--- src/rtl/rsnn_frontend_pkg.sv ---
// Shared defaults and mode encodings for the RSNN spike input front end.
package rsnn_frontend_pkg;

    localparam int DEF_N_CH        = 3;
    localparam int DEF_SYNC_STAGES = 2;
    localparam int DEF_CNT_W       = 4;

    // Values of the edge_mode input.
    localparam logic MODE_LEVEL = 1'b0;
    localparam logic MODE_EDGE  = 1'b1;

endpackage

--- src/rtl/sync_chain.sv ---
// Multi-bit flip-flop synchroniser. Each bit is an independent async line.
// STAGES must be at least 2; the output is the last stage of the chain.
module sync_chain #(
    parameter int WIDTH  = 1,
    parameter int STAGES = 2
) (
    input  logic             clk,
    input  logic             reset,
    input  logic [WIDTH-1:0] din,
    output logic [WIDTH-1:0] dout
);

    logic [STAGES-1:0][WIDTH-1:0] stage_r;

    // Shift the raw inputs through the synchroniser stages.
    always_ff @(posedge clk or posedge reset) begin
        if (reset) begin
            stage_r <= '0;
        end else begin
            stage_r <= {stage_r[STAGES-2:0], din};
        end
    end

    assign dout = stage_r[STAGES-1];

endmodule

--- src/rtl/spike_input_frontend.sv ---
// Spike input front end: synchronises enables and spike lines, detects
// level/edge events, buffers them in a pending vector handed over with a
// valid/ready handshake, and keeps per-channel saturating drop statistics.
module spike_input_frontend
    import rsnn_frontend_pkg::*;
#(
    parameter int N_CH        = DEF_N_CH,
    parameter int SYNC_STAGES = DEF_SYNC_STAGES,
    parameter int CNT_W       = DEF_CNT_W
) (
    input  logic                  clk,
    input  logic                  reset,
    input  logic                  system_enable,
    input  logic                  capture_enable,
    input  logic                  rsnn_enable,
    input  logic                  edge_mode,
    input  logic [N_CH-1:0]       spikes_async,
    input  logic                  spike_ready,
    input  logic                  clear_stats,
    output logic                  sync_system_enable,
    output logic                  rsnn_enable_comb,
    output logic [N_CH-1:0]       spikes_out,
    output logic                  spike_valid,
    output logic [N_CH*CNT_W-1:0] drop_count,
    output logic [N_CH-1:0]       overflow
);

    localparam logic [CNT_W-1:0] CNT_MAX = '1;
    localparam logic [CNT_W-1:0] CNT_ONE = {{(CNT_W-1){1'b0}}, 1'b1};

    // Bit 0 = system, bit 1 = capture, bit 2 = rsnn.
    logic [2:0]                 en_sync_s;
    logic [N_CH-1:0]            sync_spk_s;
    logic [N_CH-1:0]            prev_r;
    logic [N_CH-1:0]            spk_event_s;
    logic [N_CH-1:0]            cap_event_s;
    logic [N_CH-1:0]            pend_r;
    logic [N_CH-1:0]            pend_next_s;
    logic [N_CH-1:0]            drop_s;
    logic                       valid_r;
    logic                       capture_active_s;
    logic                       consume_s;
    logic [N_CH-1:0][CNT_W-1:0] cnt_r;
    logic [N_CH-1:0][CNT_W-1:0] cnt_next_s;
    logic [N_CH-1:0]            ovf_r;
    logic [N_CH-1:0]            ovf_next_s;

    sync_chain #(.WIDTH(3), .STAGES(SYNC_STAGES)) u_sync_en (
        .clk   (clk),
        .reset (reset),
        .din   ({rsnn_enable, capture_enable, system_enable}),
        .dout  (en_sync_s)
    );

    sync_chain #(.WIDTH(N_CH), .STAGES(SYNC_STAGES)) u_sync_spk (
        .clk   (clk),
        .reset (reset),
        .din   (spikes_async),
        .dout  (sync_spk_s)
    );

    assign capture_active_s = en_sync_s[0] & en_sync_s[1];
    // valid_r mirrors |pend_r, so the handshake never sees spike_ready combinationally.
    assign consume_s        = valid_r & spike_ready;

    // Per-channel event detection in the selected mode.
    always_comb begin
        spk_event_s = '0;
        if (edge_mode == MODE_LEVEL) begin
            spk_event_s = sync_spk_s;
        end else begin
            spk_event_s = sync_spk_s & ~prev_r;
        end
    end

    assign cap_event_s = spk_event_s & {N_CH{capture_active_s}};
    assign drop_s      = cap_event_s & pend_r & {N_CH{~consume_s}};

    // Next pending vector: consumed bits clear, new events always merge in.
    always_comb begin
        pend_next_s = '0;
        if (!en_sync_s[0]) begin
            pend_next_s = '0;
        end else if (consume_s) begin
            pend_next_s = cap_event_s;
        end else begin
            pend_next_s = pend_r | cap_event_s;
        end
    end

    // Next drop counters and sticky overflow flags; clear_stats wins.
    always_comb begin
        cnt_next_s = cnt_r;
        ovf_next_s = ovf_r;
        if (clear_stats) begin
            cnt_next_s = '0;
            ovf_next_s = '0;
        end else begin
            for (int i = 0; i < N_CH; i++) begin
                if (drop_s[i]) begin
                    if (cnt_r[i] == CNT_MAX) begin
                        ovf_next_s[i] = 1'b1;
                    end else begin
                        cnt_next_s[i] = cnt_r[i] + CNT_ONE;
                    end
                end else begin
                    cnt_next_s[i] = cnt_r[i];
                end
            end
        end
    end

    // Edge history tracks the synchronised lines every cycle, regardless of capture.
    always_ff @(posedge clk or posedge reset) begin
        if (reset) begin
            prev_r <= '0;
        end else begin
            prev_r <= sync_spk_s;
        end
    end

    // Pending vector and its registered valid flag.
    always_ff @(posedge clk or posedge reset) begin
        if (reset) begin
            pend_r  <= '0;
            valid_r <= 1'b0;
        end else begin
            pend_r  <= pend_next_s;
            valid_r <= |pend_next_s;
        end
    end

    // Drop statistics registers.
    always_ff @(posedge clk or posedge reset) begin
        if (reset) begin
            cnt_r <= '0;
            ovf_r <= '0;
        end else begin
            cnt_r <= cnt_next_s;
            ovf_r <= ovf_next_s;
        end
    end

    assign sync_system_enable = en_sync_s[0];
    assign rsnn_enable_comb   = en_sync_s[0] & en_sync_s[2];
    assign spikes_out         = pend_r;
    assign spike_valid        = valid_r;
    assign drop_count         = cnt_r;
    assign overflow           = ovf_r;

endmodule

--- config.mk ---
export PLATFORM = sky130hd
export DESIGN_NAME = spike_input_frontend
export DESIGN_NICKNAME = d
export VERILOG_FILES = /design/src/rtl/rsnn_frontend_pkg.sv /design/src/rtl/sync_chain.sv /design/src/rtl/spike_input_frontend.sv
export SDC_FILE = /design/constraint.sdc
export NUM_CORES = 1
export LEC_CHECK = 0
export BUFFER_PORTS_ARGS = -buffer_cell sky130_fd_sc_hd__buf_2
export CAP_MARGIN = 20
export CELL_PAD_IN_SITES_DETAIL_PLACEMENT = 1
export CELL_PAD_IN_SITES_GLOBAL_PLACEMENT = 2
export CORE_ASPECT_RATIO = 0.75
export CORE_MARGIN = 1.5
export CORE_UTILIZATION = 32
export CTS_BUF_LIST = sky130_fd_sc_hd__clkbuf_8
export DETAILED_ROUTE_END_ITERATION = 10
export GPL_TIMING_DRIVEN = 0
export PLACE_DENSITY = 0.86
export SETUP_SLACK_MARGIN = 0.2
export SLEW_MARGIN = 20
export SYNTH_ARGS = -nofsm -noshare
export SYNTH_HDL_FRONTEND = slang
export SYNTH_SLANG_ARGS = --single-unit
export TNS_END_PERCENT = 20
--- constraint.sdc ---
create_clock -name clk -period 1.4 [get_ports clk]
set_input_delay 0.42 -clock clk [delete_from_list [all_inputs] [get_ports clk]]
set_output_delay 0.42 -clock clk [all_outputs]
set_load 0.03 [all_outputs]
==> results.json, run 1 <==
{
  "clockBufferDepth": 2,
  "grt_pass1_vias": 1257,
  "core_um2": 4080,
  "synthDistinctLibCells": 34,
  "async_flop_share_pct": 100,
  "fin_crit_sh_pct": 102,
  "ys.flop_type": "dfrtp_1",
  "yosysTopAreaCellShare_pct": 62.0,
  "rsz0062_at_grt": "yes",
  "required_ns": 1.58,
  "vias": 1126,
  "grt_antenna_before_repair": 0,
  "drt_iter0_markers": 51,
  "first_pass_iters": 2,
  "die_x_um": 78.6,
  "grt_max_degree": 35,
  "io_pins": 32,
  "crit_type": "flip-flop to flip-flop",
  "vias_per_cell": 5.12,
  "synth_enable_flop_cells": 0,
  "yosys_warnings": 0,
  "rr_startpoint": "u_sync_en.dout[1]",
  "critPathSlowestCell": "dfrtp_1",
  "finalSetupTns_ns": -0.0425,
  "setup_viol": 3,
  "syn2layout_area_growth_pct": 59.5,
  "ir_drop_uv": 594,
  "initial_core_util_pct": 33.7,
  "synth-xor-area-share_pct": 0,
  "drv_slew": 0,
  "cts_sinks": 34,
  "synth_compound_area_share_pct": 10.8,
  "timing.fmax_mhz": 697,
  "tightest_slew_ns": 0.709,
  "synth.area.mux_share_pct": 1.55,
  "worst_slack_ns": -0.0346,
  "synth_top_family_by_area": "simple AND/OR/NAND/NOR gates",
  "synthAdderAreaFrac_pct": 2.73,
  "insertion_delay_ns": 0.29,
  "grt_usage_pct": 18.2,
  "gp_congestion": 0.734,
  "syn_inst": 112,
  "ys_top_cells_by_area": "dfrtp_1 62%, a21oi_1 2.9%, ha_1 2.7%",
  "die_h_um": 59.7,
  "finalCriticalPeriod_ns": 1.43,
  "final_area_um2": 2190,
  "max_slew_margin_pct": 52.7,
  "slowest_delay_ns": 0.38,
  "numPortBuffers": 30,
  "final_layout_size_suffix_gt1_share_pct": 61.2,
  "preCtsSetupSlack_ns": -0.240,
  "status": "finished with violations",
  "synth_area_um2": 1370,
  "whs_ns": 0.228,
  "dp_hpwl_um": 2260,
  "clk_pin_slew_ns": 0.07,
  "yosys.area_share.simple_pct": 21.8,
  "hold_class": "input port to flip-flop",
  "finalHoldViolations": 0,
  "fillers": 419,
  "overflow": 0,
  "rows": 20,
  "p_leak_nw": 0.925,
  "placed_cell_area_um2": 1620,
  "final_antenna_net_count": 0,
  "synth_area_leader_cell": "dfrtp_1",
  "violations": "setup timing",
  "route.detailed.drc": 0,
  "ys_ff_latch": 34,
  "cp-startpoint": "u_sync_en.dout[1]",
  "cts_buffers": 5,
  "grt_pass1_wl_um": 6200,
  "power.density_nw_per_um2": 1080,
  "wl_per_cell_um": 17.3,
  "synth.avg_cell_area_um2": 12.3,
  "max_cap_violations": 0,
  "power_mw": 2.37,
  "ctsHoldBuffers": 0,
  "die_area_um2": 4700,
  "clockRootBuffer": "clkbuf_8",
  "tritoncts": "built",
  "hp-start": "spikes_async[2]",
  "drt_wl_total_um": 3810,
  "cp-start-kind": "flip-flop",
  "crit_path_max_fanout": 6,
  "crit_chain": "and2_4 > nand4_1 > buf_6 > nor2b_4 > mux2_4",
  "syn-num-nets": 126,
  "finClkSkew_ns": 0.00732,
  "fin_nets": 178,
  "htreeDepth": 2,
  "ys_seq_area_share_pct": 62.0,
  "worstPathArrival_ns": 1.61,
  "num_antenna_cells": 0,
  "worst_setup_path_end_kind": "flip-flop"
}
layout make-up:
class / instances / area [um2] / share of cell area, %
inverters: 2 / 7.51 / 0.343
plain buffers: 2 / 7.51 / 0.343
clock buffers: 6 / 82.6 / 3.77
repair buffers: 45 / 405 / 18.5
multi-input cells: 74 / 689 / 31.5
clock inverters: 2 / 60.1 / 2.74
flip-flops and latches: 34 / 868 / 39.7
well taps: 55 / 68.8 / 3.14
where the power goes:
group / internal (mW) / switching (mW) / total, mW
Combinational: 0.0787 / 0.106 / 0.184
Sequential: 1.02 / 0.0277 / 1.04
Clock: 0.760 / 0.379 / 1.14
synthesized netlist by cell type (all sizes together) (2+ instances only):
| master | number |
|---|---|
| or3 | 3 |
| o21ai | 6 |
| o21bai | 2 |
| nor2 | 4 |
| clkbuf | 2 |
| and2 | 3 |
| and4 | 2 |
| or4 | 2 |
| nor3b | 3 |
| nand3 | 4 |
| nand2b | 4 |
| a22oi | 2 |
| nor4b | 2 |
| dfrtp | 34 |
| nor2b | 5 |
| a21boi | 2 |
| nand4 | 3 |
| inv | 2 |
| nand2 | 3 |
| a21oi | 8 |
| and3 | 2 |
| nand3b | 2 |
| nor3 | 4 |
| ha | 3 |
cell families (layout without fill, tap and decap cells):
group | Yosys count | count (layout)
simple gates | 46 | 46
fa+ha+maj | 3 | 3
mux | 2 | 2
buf+inv | 4 | 57
flops | 34 | 34
compound gates | 23 | 23
sequential cells by signal, indices dropped and copies added, names as in the netlist:
| name | flops |
|---|---|
| drop_count | 12 |
| overflow | 3 |
| prev_r | 3 |
| spike_valid | 1 |
| spikes_out | 3 |
| u_sync_en.dout | 3 |
| u_sync_en.stage_r | 3 |
| u_sync_spk.dout | 3 |
| u_sync_spk.stage_r | 3 |
cell usage in the layout (no fill, tap or decap), drive strengths merged, types with 3 or more instances in the layout:
master | synthesis | layout
nor3 | 4 | 4
dfrtp | 34 | 34
a21oi | 8 | 8
nand4 | 3 | 3
nand3 | 4 | 4
nor2 | 4 | 4
clkbuf | 2 | 8
nor2b | 5 | 5
or3 | 3 | 3
nand2 | 3 | 3
nor3b | 3 | 3
nand2b | 4 | 4
buf | 0 | 45
ha | 3 | 3
and2 | 3 | 3
o21ai | 6 | 6
final timing paths:
| kind | to | slack [ns] | cells after the start |
|---|---|---|---|
| max | drop_count[0] | -0.03 | 5 |
| max in group asynchronous | spikes_out[2] | 0.66 | 2 |
| min reg2reg | u_sync_spk.dout[0] | 0.35 | 0 |
| min in group asynchronous | overflow[2] | 0.24 | 2 |
| min | u_sync_spk.stage_r[2] | 0.23 | 1 |
| max reg2reg | drop_count[0] | -0.03 | 5 |
timing repair:
item,4_1_cts,5_1_grt
pin swaps,26,10
setup endpoints to repair,35,37
endpoints found under the hold margin,0,0
setup buffers,9,6
resized for setup,77,11
worst max-delay path: cells and delay by family, from the launching register on:
family        cells  cell delay [ns]
mux               1             0.30
flops             1             0.38
simple gates      3             0.47
buf+inv           1             0.17
per-stage QoR:
step | cells | util, %
6_report | 220 | 53.7
5_1_grt | 220 | 53.7
3_3_place_gp | 197 | 39.8
4_1_cts | 214 | 52.0
3_5_place_dp | 197 | 39.8
2_1_floorplan | 112 | -
routing by layer:
layer | GRT usage [%] | vias to the layer above | wire, um
met1 | 20.9 | 579 | 1580
met4 | 9.95 | 0 | 99
li1 | - | 511 | -
met3 | 4.89 | 10 | 144
met5 | 0 | - | 0
met2 | 31.7 | 26 | 1990
Power figures use the tool's default switching activity.
==> run 2, diff against run 1 <==
--- a/config.mk
+++ b/config.mk
@@ -11,11 +11,11 @@
 export CELL_PAD_IN_SITES_GLOBAL_PLACEMENT = 2
 export CORE_ASPECT_RATIO = 0.75
 export CORE_MARGIN = 1.5
-export CORE_UTILIZATION = 32
+export CORE_UTILIZATION = 36
 export CTS_BUF_LIST = sky130_fd_sc_hd__clkbuf_8
 export DETAILED_ROUTE_END_ITERATION = 10
 export GPL_TIMING_DRIVEN = 0
-export PLACE_DENSITY = 0.86
+export PLACE_DENSITY = 0.91
 export SETUP_SLACK_MARGIN = 0.2
 export SLEW_MARGIN = 20
 export SYNTH_ARGS = -nofsm -noshare
==> constraint.sdc (replaced) <==
create_clock -name clk -period 1.5 [get_ports clk]
set_input_delay 0.45 -clock clk [delete_from_list [all_inputs] [get_ports clk]]
set_output_delay 0.45 -clock clk [all_outputs]
set_load 0.03 [all_outputs]
==> results.json, run 2 (synthesis gave the netlist of run 1 again) <==
{
  "first_pass_iters": 3,
  "initial_core_util_pct": 37.5,
  "p_leak_nw": 0.892,
  "die_x_um": 74.3,
  "tritoncts": "built",
  "wl_per_cell_um": 17.6,
  "crit_type": "flip-flop to flip-flop",
  "dp_hpwl_um": 2290,
  "whs_ns": 0.267,
  "htreeDepth": 2,
  "timing.fmax_mhz": 682,
  "rsz0062_at_grt": "yes",
  "drt_iter0_markers": 67,
  "final_layout_size_suffix_gt1_share_pct": 60.7,
  "grt_max_degree": 35,
  "largest_reg_flops": 12,
  "final_area_um2": 2120,
  "syn2layout_area_growth_pct": 54.3,
  "mostFrequentLayoutCells": "21 x dfrtp_1, 20 x buf_6, 13 x dfrtp_2",
  "rows": 19,
  "p_int_mw": 1.72,
  "worstPathArrival_ns": 1.63,
  "overflow": 0,
  "clockBufferDepth": 2,
  "combPwrFrac_pct": 7.3,
  "core_um2": 3660,
  "final_antenna_net_count": 0,
  "power_mw": 2.18,
  "cp-start-kind": "flip-flop",
  "grt_usage_pct": 19.5,
  "cts_buffers": 5,
  "slowest_delay_ns": 0.40,
  "fin_crit_sh_pct": 97.7,
  "gp_congestion": 0.746,
  "drv_slew": 0,
  "ir_drop_uv": 593,
  "max_cap_violations": 0,
  "drt_wl_total_um": 3780,
  "vias_per_cell": 5.18,
  "power_frac_clock_pct": 48.2,
  "die_h_um": 56.5,
  "finalSetupTns_ns": 0,
  "fin_nets": 176,
  "io_pins": 32,
  "p_switching_uw": 461,
  "finalHoldViolations": 0,
  "status": "finished clean",
  "final_common_cell": "dfrtp_1",
  "placed_cell_area_um2": 1620,
  "numPortBuffers": 30,
  "clk_pin_slew_ns": 0.07,
  "worst_setup_path_end_kind": "flip-flop",
  "hold_class": "input port to asynchronous set/reset pin",
  "clockRootBuffer": "clkbuf_8",
  "insertion_delay_ns": 0.28,
  "die_area_um2": 4200,
  "vias": 1114,
  "grt_pass1_wl_um": 6070,
  "fillers": 394,
  "setup_viol": 0,
  "finalCriticalPeriod_ns": 1.47,
  "route.detailed.drc": 0,
  "grt_pass1_vias": 1210,
  "num_antenna_cells": 0,
  "critPathSlowestCell": "dfrtp_2",
  "swShare_pct": 21.1,
  "max_slew_margin_pct": 52.8,
  "grt_antenna_before_repair": 0,
  "multiInputGateArea_um2": 647,
  "seqPwrFrac_pct": 44.5,
  "cts_sinks": 34,
  "final_util_pct": 57.9,
  "crit_chain": "and2_4 > nand4_1 > buf_4 > nor4b_2 > nor3b_1",
  "crit_path_max_fanout": 5,
  "required_ns": 1.66,
  "tightest_slew_ns": 0.706,
  "finClkSkew_ns": 0.00480,
  "power.density_nw_per_um2": 1030,
  "seq_area_um2": 867
}
[run 2: area by class of cell]
class | instances | share of cell area [%]
plain buffers | 2 | 0.413
repair buffers | 43 | 18.0
well taps | 52 | 3.07
clock inverters | 2 | 2.84
clock buffers | 6 | 3.90
inverters | 2 | 0.354
multi-input cells | 74 | 30.5
flip-flops and latches | 34 | 40.9
[run 2: worst paths after layout]
path / from / endpoint / slack (ns) / depth (start not counted)
max: u_sync_en.dout[0] / drop_count[2] / 0.03 / 5
min: reset / u_sync_en.stage_r[1] / 0.27 / 2
max reg2reg: u_sync_en.dout[0] / drop_count[2] / 0.03 / 5
min reg2reg: u_sync_spk.stage_r[0] / u_sync_spk.dout[0] / 0.36 / 0
max in group asynchronous: reset / drop_count[7] / 0.73 / 2
min in group clk: capture_enable / u_sync_en.stage_r[1] / 0.27 / 1
[run 2: metrics by stage]
step                worst slack [ns]  instances
finish                        0.0343        215
detailed placement            -0.201        194
global placement              -0.200        194
CTS                           0.0559        214
floorplan                     0.0313        112
global route                 -0.0559        215
[run 2: power groups by stage]
stage / registers [mW] / clock network, mW / logic, mW
final: 0.972 / 1.05 / 0.160
after floorplan: 1.00 / 0 / 0.0569
after global routing: 0.976 / 1.11 / 0.173
after detailed placement: 0.985 / 0 / 0.123
after CTS: 0.969 / 1.06 / 0.147
after global placement: 0.982 / 0 / 0.117
[run 2: what timing repair did]
item                                   4_1_cts  5_1_grt
setup endpoints to repair                   28       37
endpoints found under the hold margin        0        0
pin swaps                                   12        9
resized for setup                           17       76
hold buffers                                 0        0
setup buffers                               12        1
[run 2: critical path, delay by kind of cell (launching register included)]
kind,cells,cell delay [ns]
buf+inv,1,0.21
flops,1,0.40
simple gates,4,0.74
[run 2: per-layer routing]
metal | track usage, % | up-vias | share of wire (%)
met3 | 5.03 | 8 | 3.4
met4 | 3.90 | 0 | 1.6
li1 | - | 504 | -
met1 | 25.1 | 579 | 41
met5 | 0 | - | 0
met2 | 33.2 | 23 | 54
